$ cat config.mk
export PLATFORM = sky130hd
export DESIGN_NAME = cdb_broadcaster_flat
export DESIGN_NICKNAME = d
export VERILOG_FILES = /design/src/rtl/cdb_broadcaster_if.sv /design/src/rtl/cdb_broadcaster.sv /design/src/flat_wrapper.sv
export SDC_FILE = /design/constraint.sdc
export NUM_CORES = 1
export LEC_CHECK = 0
export BUFFER_PORTS_ARGS = -buffer_cell sky130_fd_sc_hd__buf_2
export CAP_MARGIN = 40
export CELL_PAD_IN_SITES_DETAIL_PLACEMENT = 1
export CELL_PAD_IN_SITES_GLOBAL_PLACEMENT = 1
export CORE_AREA = 8 8 116 118
export CTS_CLUSTER_DIAMETER = 200
export DETAILED_ROUTE_END_ITERATION = 8
export DIE_AREA = 0 0 124 126
export GPL_ROUTABILITY_DRIVEN = 0
export PLACE_DENSITY_LB_ADDON = 0.1
export SKIP_CTS_REPAIR_TIMING = 1
export SLEW_MARGIN = 20
export SYNTH_ARGS = -nofsm -noshare
export SYNTH_HDL_FRONTEND = slang
export SYNTH_SLANG_ARGS = --single-unit
$ cat constraint.sdc
create_clock -name clk -period 3.52 [get_ports clk]
set_input_delay 0.704 -clock clk [delete_from_list [all_inputs] [get_ports clk]]
set_output_delay 0.704 -clock clk [all_outputs]
set_load 0.02 [all_outputs]
$ cat src/rtl/cdb_broadcaster_if.sv
// Bundle of request, acknowledge and broadcast signals between the CDB broadcaster,
// the functional-unit requesters and the snooping stations/register file.
interface cdb_broadcaster_if #(
    parameter int N  = 4,
    parameter int DW = 32,
    parameter int LW = 4,
    parameter int CW = 16
);
    logic [N-1:0]    require;
    logic [N*DW-1:0] dataIn;
    logic [N*LW-1:0] labelIn;
    logic [N-1:0]    requireAC;
    logic            BCEN;
    logic [LW-1:0]   BClabel;
    logic [DW-1:0]   BCdata;
    logic            badLabel;
    logic [CW-1:0]   bcCount;

    // master: the broadcaster itself; slave: requesters and snoopers.
    modport master (
        input  require, dataIn, labelIn,
        output requireAC, BCEN, BClabel, BCdata, badLabel, bcCount
    );
    modport slave (
        output require, dataIn, labelIn,
        input  requireAC, BCEN, BClabel, BCdata, badLabel, bcCount
    );
endinterface

$ cat src/rtl/cdb_broadcaster.sv
// Round-robin arbiter that grants one functional-unit result per cycle and
// broadcasts the winner's tag/data on the common data bus one cycle later.
module cdb_broadcaster #(
    parameter int N  = 4,
    parameter int DW = 32,
    parameter int LW = 4,
    parameter int CW = 16
) (
    input  logic                 clk,
    input  logic                 RST,
    cdb_broadcaster_if.master    bus
);
    localparam int PW = (N > 1) ? $clog2(N) : 1;

    logic [DW-1:0] data_arr  [N];
    logic [LW-1:0] label_arr [N];

    logic [PW-1:0] ptr_q, ptr_d;
    logic          bcen_q, bcen_d;
    logic          bad_q, bad_d;
    logic [LW-1:0] label_q, label_d;
    logic [DW-1:0] data_q, data_d;
    logic [CW-1:0] count_q, count_d;

    logic          grant_valid;
    logic [PW-1:0] grant_idx;
    logic [PW-1:0] scan_idx;
    logic [N-1:0]  grant_oh;
    logic [LW-1:0] win_label;
    logic [DW-1:0] win_data;

    genvar gi;
    generate
        for (gi = 0; gi < N; gi++) begin : g_unpack
            assign data_arr[gi]  = bus.dataIn[gi*DW +: DW];
            assign label_arr[gi] = bus.labelIn[gi*LW +: LW];
        end
    endgenerate

    // Scan starting at the pointer; the first active requester wins.
    // Grants are suppressed during reset so no request is consumed then.
    always_comb begin
        grant_valid = 1'b0;
        grant_idx   = '0;
        scan_idx    = '0;
        grant_oh    = '0;
        if (!RST) begin
            for (int k = 0; k < N; k++) begin
                scan_idx = PW'((int'(ptr_q) + k) % N);
                if (!grant_valid && bus.require[scan_idx]) begin
                    grant_valid = 1'b1;
                    grant_idx   = scan_idx;
                end
            end
        end
        if (grant_valid) begin
            grant_oh[grant_idx] = 1'b1;
        end
    end

    assign win_label = label_arr[grant_idx];
    assign win_data  = data_arr[grant_idx];

    always_comb begin
        ptr_d   = ptr_q;
        bcen_d  = 1'b0;
        bad_d   = 1'b0;
        label_d = label_q;
        data_d  = data_q;
        count_d = count_q;
        if (grant_valid) begin
            ptr_d = (int'(grant_idx) == N - 1) ? '0 : grant_idx + PW'(1);
            // Label 0 means "no producer": consume the request but do not broadcast.
            if (win_label != '0) begin
                bcen_d  = 1'b1;
                label_d = win_label;
                data_d  = win_data;
                count_d = count_q + CW'(1);
            end else begin
                bad_d = 1'b1;
            end
        end
    end

    always_ff @(posedge clk) begin
        if (RST) begin
            ptr_q   <= '0;
            bcen_q  <= 1'b0;
            bad_q   <= 1'b0;
            label_q <= '0;
            data_q  <= '0;
            count_q <= '0;
        end else begin
            ptr_q   <= ptr_d;
            bcen_q  <= bcen_d;
            bad_q   <= bad_d;
            label_q <= label_d;
            data_q  <= data_d;
            count_q <= count_d;
        end
    end

    assign bus.requireAC = grant_oh;
    assign bus.BCEN      = bcen_q;
    assign bus.BClabel   = label_q;
    assign bus.BCdata    = data_q;
    assign bus.badLabel  = bad_q;
    assign bus.bcCount   = count_q;
endmodule

$ cat src/flat_wrapper.sv
// flat-port wrapper written by rule: the top's interface ports become plain ports
module cdb_broadcaster_flat 
#(
    parameter int N  = 4,
    parameter int DW = 32,
    parameter int LW = 4,
    parameter int CW = 16
)
  (clk, RST, bus_require, bus_dataIn, bus_labelIn, bus_requireAC, bus_BCEN, bus_BClabel, bus_BCdata, bus_badLabel, bus_bcCount);
  cdb_broadcaster_if #(.N(N), .DW(DW), .LW(LW), .CW(CW)) bus_i ();
  input  logic clk;
  input  logic RST;
  input wire logic [$bits(bus_i.require)-1:0] bus_require;
  input wire logic [$bits(bus_i.dataIn)-1:0] bus_dataIn;
  input wire logic [$bits(bus_i.labelIn)-1:0] bus_labelIn;
  output wire logic [$bits(bus_i.requireAC)-1:0] bus_requireAC;
  output wire logic [$bits(bus_i.BCEN)-1:0] bus_BCEN;
  output wire logic [$bits(bus_i.BClabel)-1:0] bus_BClabel;
  output wire logic [$bits(bus_i.BCdata)-1:0] bus_BCdata;
  output wire logic [$bits(bus_i.badLabel)-1:0] bus_badLabel;
  output wire logic [$bits(bus_i.bcCount)-1:0] bus_bcCount;
  assign bus_i.require = bus_require;
  assign bus_i.dataIn = bus_dataIn;
  assign bus_i.labelIn = bus_labelIn;
  assign bus_requireAC = bus_i.requireAC;
  assign bus_BCEN = bus_i.BCEN;
  assign bus_BClabel = bus_i.BClabel;
  assign bus_BCdata = bus_i.BCdata;
  assign bus_badLabel = bus_i.badLabel;
  assign bus_bcCount = bus_i.bcCount;
  cdb_broadcaster #(.N(N), .DW(DW), .LW(LW), .CW(CW)) u_core (.clk(clk), .RST(RST), .bus(bus_i));
endmodule
* Word-level counts from Yosys, hierarchy flattened
Cells that the tools add are included.
** Word-level totals
- Register bits after elaboration :: 56
- Latch bits :: 0
- RAM bits :: 0
- Memory bits (read-only) :: 0
- Output and inout port bits :: 58
- Memories :: 0
** Operators by class
- $add $sub $neg :: 5
- Multiply operators :: 0
- Divide/modulo/power cells :: 0
- $lt $le $gt $ge :: 7
- Equality and inequality tests :: 1
- Shift-type cells :: 0
- Multiplexer cells :: 33
- Bitwise logic cells :: 2
- Reduce and logical (&&, ||, !) cells :: 10
** Operators by type and width (count)
- binary-select mux 32 bit (select 2 bit) :: 1
- two-way mux 32 bit :: 2
- adder 16 x 1 -> 16 bit, second input constant :: 1
- < comparator 2 x 3 -> 1 bit, second input constant :: 5
- two-way mux 1 bit :: 15
- two-way mux 2 bit :: 6
- two-way mux 4 bit :: 3
- binary-select mux 1 bit (select 2 bit) :: 4
- binary-select mux 4 bit (select 2 bit) :: 1
- adder 2 x 1 -> 2 bit, second input constant :: 2
- adder 2 bit, second input constant :: 2
- logical AND 1 bit :: 4
- nonzero test 4 bit :: 1
- >= comparator 3 bit, second input constant :: 1
- logical NOT 1 bit :: 3
- inverter 2 -> 3 bit :: 1
- demux 1 bit (select 2 bit) :: 1
- == test 2 x 1 -> 1 bit, second input constant :: 1
- >= comparator 2 x 1 -> 1 bit, second input constant :: 1
- AND reduction 2 bit :: 1
- OR reduction 2 bit :: 1
- inverter 1 bit :: 1

* Logic depth before layout (Yosys ltp)
- Depth in word-level cells :: 22
- Mapped depth :: 10

* Least setup slack after synthesis
Ideal clock, no wire load.
- Path kind :: input to output
- Start :: input bus_require[0]
- End :: output bus_requireAC[2]
- Arrival time :: 2724 ps
- Path slack :: 92 ps
- Stages on the path :: 7
- Cells stage by stage :: o21bai_1 > a21o_1 > a221oi_4 > clkbuf_1 > buf_1 > ha_1 > and2_1
** On the way
- Cells in the longest elaborated chain, start to end :: 21
- Elaborated cells on any way between the ends :: 33
- Those cells by class :: 2 x order compare; 24 x mux; 7 x reduce/logical
** RTL lines
- start, declared :: RTL line flat_wrapper.sv:13 : input wire logic [$bits(bus_i.require)-1:0] bus_require;
- binary-select mux 1 bit (select 2 bit) :: RTL line cdb_broadcaster.sv:50 : if (!grant_valid && bus.require[scan_idx]) begin
- two-way mux 1 bit (not written as such) :: RTL line cdb_broadcaster.sv:50
- two-way mux 1 bit :: RTL line cdb_broadcaster.sv:50
- two-way mux 1 bit :: RTL line cdb_broadcaster.sv:47 : if (!RST) begin
- logical NOT 1 bit :: RTL line cdb_broadcaster.sv:50
- logical AND 1 bit :: RTL line cdb_broadcaster.sv:50
- two-way mux 1 bit :: RTL line cdb_broadcaster.sv:50
- two-way mux 1 bit :: RTL line cdb_broadcaster.sv:47
- [... 5 more ...]
- logical AND 1 bit :: RTL line cdb_broadcaster.sv:50
- two-way mux 2 bit :: RTL line cdb_broadcaster.sv:50
- two-way mux 2 bit :: RTL line cdb_broadcaster.sv:47
- < comparator 2 x 3 -> 1 bit (not written as such) or >= comparator 2 x 1 -> 1 bit (tied branches) :: RTL line cdb_broadcaster.sv:57 : grant_oh[grant_idx] = 1'b1;
- logical AND 1 bit (not written as such) :: RTL line cdb_broadcaster.sv:57
- two-way mux 1 bit (not written as such) :: RTL line cdb_broadcaster.sv:57
- demux 1 bit (select 2 bit)
- two-way mux 4 bit (*) :: RTL line cdb_broadcaster.sv:56 : if (grant_valid) begin
- end, declared :: RTL line flat_wrapper.sv:16 : output wire logic [$bits(bus_i.requireAC)-1:0] bus_requireAC;
Mark *: on every way between the ends. The rest lies on a longest branch, timed or not. The select of a mux whose other input is x is not followed.

* Worst setup path after layout
- Start :: input bus_require[1]
- End :: output bus_requireAC[1]
Same word-level chain as after synthesis.

==> results.ini <==
[status]
outcome = complete, no violations

[finish]
drive_above_1_share_pct = 45.87
n_antenna_cell = 0
nets = 747
area_growth_pct = 41.13
final_cell_area_um2 = 4770
final_cell_count_no_fill = 740

[clock_network]
htreeDepth = 2
clk_path_buf_depth = 2
clk_latency_ns = 0.31
cts_buffers = 5
cts_tree = yes
clk_pin_slew_ns = 0.08
cts_sinks = 56
cts-root-buf = clkbuf_16

[route]
drtAntennaViolNets = 0
drtIter0Drc = 164
post_drt_wl_per_cell_um = 18.11
drt-total-wl_mm = 13.40
via_per_inst = 5.061
dr.pass1.iters = 4
vias = 3745
drc = 0

[timing]
fmax_ghz = 0.3022
worstMarginPinSlew_ns = 0.6696
setup_viol = 0
min_period_ns = 3.309
final-max-slew-violation-count = 0
rsz0062_at_grt = false
holdWs_ns = 0.4598
finalClockSkew_ns = 0.007354
setup_slack_ns = 0.2106
fin_crit_sh_pct = 94.02
hold_viol = 0
slew_headroom_pct = 55.31

[placed_design]
post-place-ws_ns = -0.05490
numPortBuffers = 207
placed_cell_area_um2 = 4598
post-place-cells = 730
dpl.hpwl_mm = 10.51

[yosys]
syn_area_per_cell_um2 = 8.534
synth_top_area_share_pct = 33.17
synth_area_um2 = 3379
ys_seq_elements = 56
yosysWarningCount = 0
synth_cells = 396
ys_types = 46
synth_fp_nets = 551
ys.flop_type = dfxtp_1
async_flop_share_pct = 0
yosysTopAreaCell = dfxtp_1
ys_seq_area_share_pct = 33.17
synth_area_leaders = dfxtp_1 (33%), mux2i_1 (10%), nand2_1 (8.7%)
synth_edf_count = 0

[global_routing]
grt_max_degree = 53
grt_pass1_vias = 4128
grt_pass1_wl_mm = 21.12
overflow = 0
track_usage_pct = 17.03
grt_antenna_before_repair = 1

[power_and_ir_drop]
cellLeakagePower_nw = 2.241
pwr_density_cell_nw_per_um2 = 411.7
ir_drop_uv = 217.4

[worst_setup_path]
r2r_cells = 9
crit_chain = buf_2 -> nor2b_1 -> o311ai_2 -> a221oi_4 -> buf_12 -> buf_4 -> clkinvlp_4 -> ha_1 -> and2_1 -> buf_2
rr_startpoint = u_core.ptr_q[1]
crit_top_cell = buf_2
cp_max_fo = 13
worstPathRequired_ns = 2.82
cpMaxStageDelayCell = a221oi_4
end_kind = output port
cpPeakStageDelay_ns = 0.34
r2r-end = u_core.bus.BCdata[25]
start_kind = primary input
crit_type = in -> out
ff2ff_setup_slack_ns = 0.39
cp.arrival_ns = 2.61

[worst_hold_path]
hold_class = reg -> reg
hold_depth = 2
min_from = u_core.bus.BClabel[2]
holdPathEnd = u_core.bus.BClabel[2]

[floorplan]
die_area_um2 = 15620
die_h_um = 126
die_w_um = 124
ios = 208
core_um2 = 11710
core.rowCount = 40
start_util_pct = 28.86

[flow_run]
cap_violations = 0

## kinds of logic after synthesis
group           after synthesis  synth area share, %
compound gates              104                24.81
buf+inv                      39                4.887
simple gates                153                22.29
flops                        56                33.17
xor+xnor                      1               0.2592
mux                          38                12.74
fa+ha+maj                     5                1.851
## power breakdown
part	total, mW	leakage (nW)	switching [mW]	internal [mW]
combinational	0.674	1.71	0.378	0.296
clock	0.533	0.0719	0.262	0.271
sequential	0.758	0.463	0.0464	0.711
total	1.96	2.24	0.686	1.28
## cells in the final DEF, fill, tap and decap left out, types with 2 or more instances in the layout
master,instances
buf_2,207
nand2_1,78
dfxtp_1,56
mux2i_1,34
and3_1,34
a211oi_1,32
a31o_2,31
buf_4,12
a21oi_1,11
nand3_1,7
nor2_1,6
o31ai_1,6
inv_1,5
and2_1,5
ha_1,5
clkbuf_16,5
mux4_2,4
or4_1,4
o21ai_1,4
or3_1,4
o211ai_1,3
o31a_1,3
nor4_1,3
o21a_1,3
buf_12,3
nand2b_1,2
nor2b_1,2
clkinvlp_4,2
nor3_1,2
## flip-flops by register name, summed over array words and instances, names as in the netlist
signal and count:
u_core.ptr_q 2, u_core.bus.BCEN 1, u_core.bus.BCdata 32, u_core.bus.badLabel 1, u_core.bus.bcCount 16, u_core.bus.BClabel 4
## worst max-delay path, delay by kind of cell
kind | cells | cell delay [ns]
compound gates | 2 | 0.47
simple gates | 2 | 0.38
fa+ha+maj | 1 | 0.19
buf+inv | 5 | 0.86
## through the flow
| step | util [%] | setup TNS [ns] | power (mW) |
|---|---|---|---|
| 2_1_floorplan | - | 0 | 1.183 |
| 3_3_place_gp | 39.26 | 0 | 1.445 |
| 3_5_place_dp | 39.26 | -1.111 | 1.456 |
| 4_1_cts | 40.57 | -0.02229 | 2.000 |
| 5_1_grt | 40.73 | 0 | 2.090 |
| 6_report | 40.73 | 0 | 1.964 |
## area by class of cell
type                            count  area (um2)
Clock buffer                        5       125.1
Clock inverter                      3       27.53
Fill cell                        1461        6942
Inverter                            6       26.28
Multi-Input combinational cell    301        2100
Sequential cell                    56        1121
Tap cell                          147       183.9
Timing Repair Buffer              222        1186
## per-layer routing
layer / GRT usage [%] / vias up / part of all wire [%]
li1: - / 1861 / -
met1: 18.40 / 1750 / 39
met2: 30.42 / 122 / 50
met3: 6.702 / 10 / 9.8
met4: 3.431 / 2 / 0.79
met5: 0 / - / 0.090
## synthesized netlist by cell type (all sizes together), types with 4 or more instances
master and count:
a211oi 32, a21oi 11, a31o 32, and2 5, and3 34, buf 13
clkbuf 20, dfxtp 56, ha 5, inv 6, mux2i 34, mux4 4
nand2 78, nand3 7, nor2 7, nor4 4, o21ai 5, o31ai 6
or3 4, or4 4
## worst max path at each step
| stage | startpoint | to | slack (ns) | depth (start not counted) |
|---|---|---|---|---|
| 6_report | bus_require[1] | bus_requireAC[1] | 0.21 | 10 |
| 5_1_grt | bus_require[1] | bus_requireAC[0] | 0.07 | 10 |
| 4_1_cts | bus_require[1] | bus_requireAC[1] | -0.01 | 10 |
| 3_5_place_dp | bus_require[1] | u_core.bus.BCdata[23] | -0.05 | 10 |
| 3_3_place_gp | bus_require[1] | u_core.bus.BCdata[23] | 0.02 | 10 |
| 2_1_floorplan | bus_require[0] | bus_requireAC[2] | 0.09 | 7 |
Note: power is estimated with default switching activity, not from simulation.
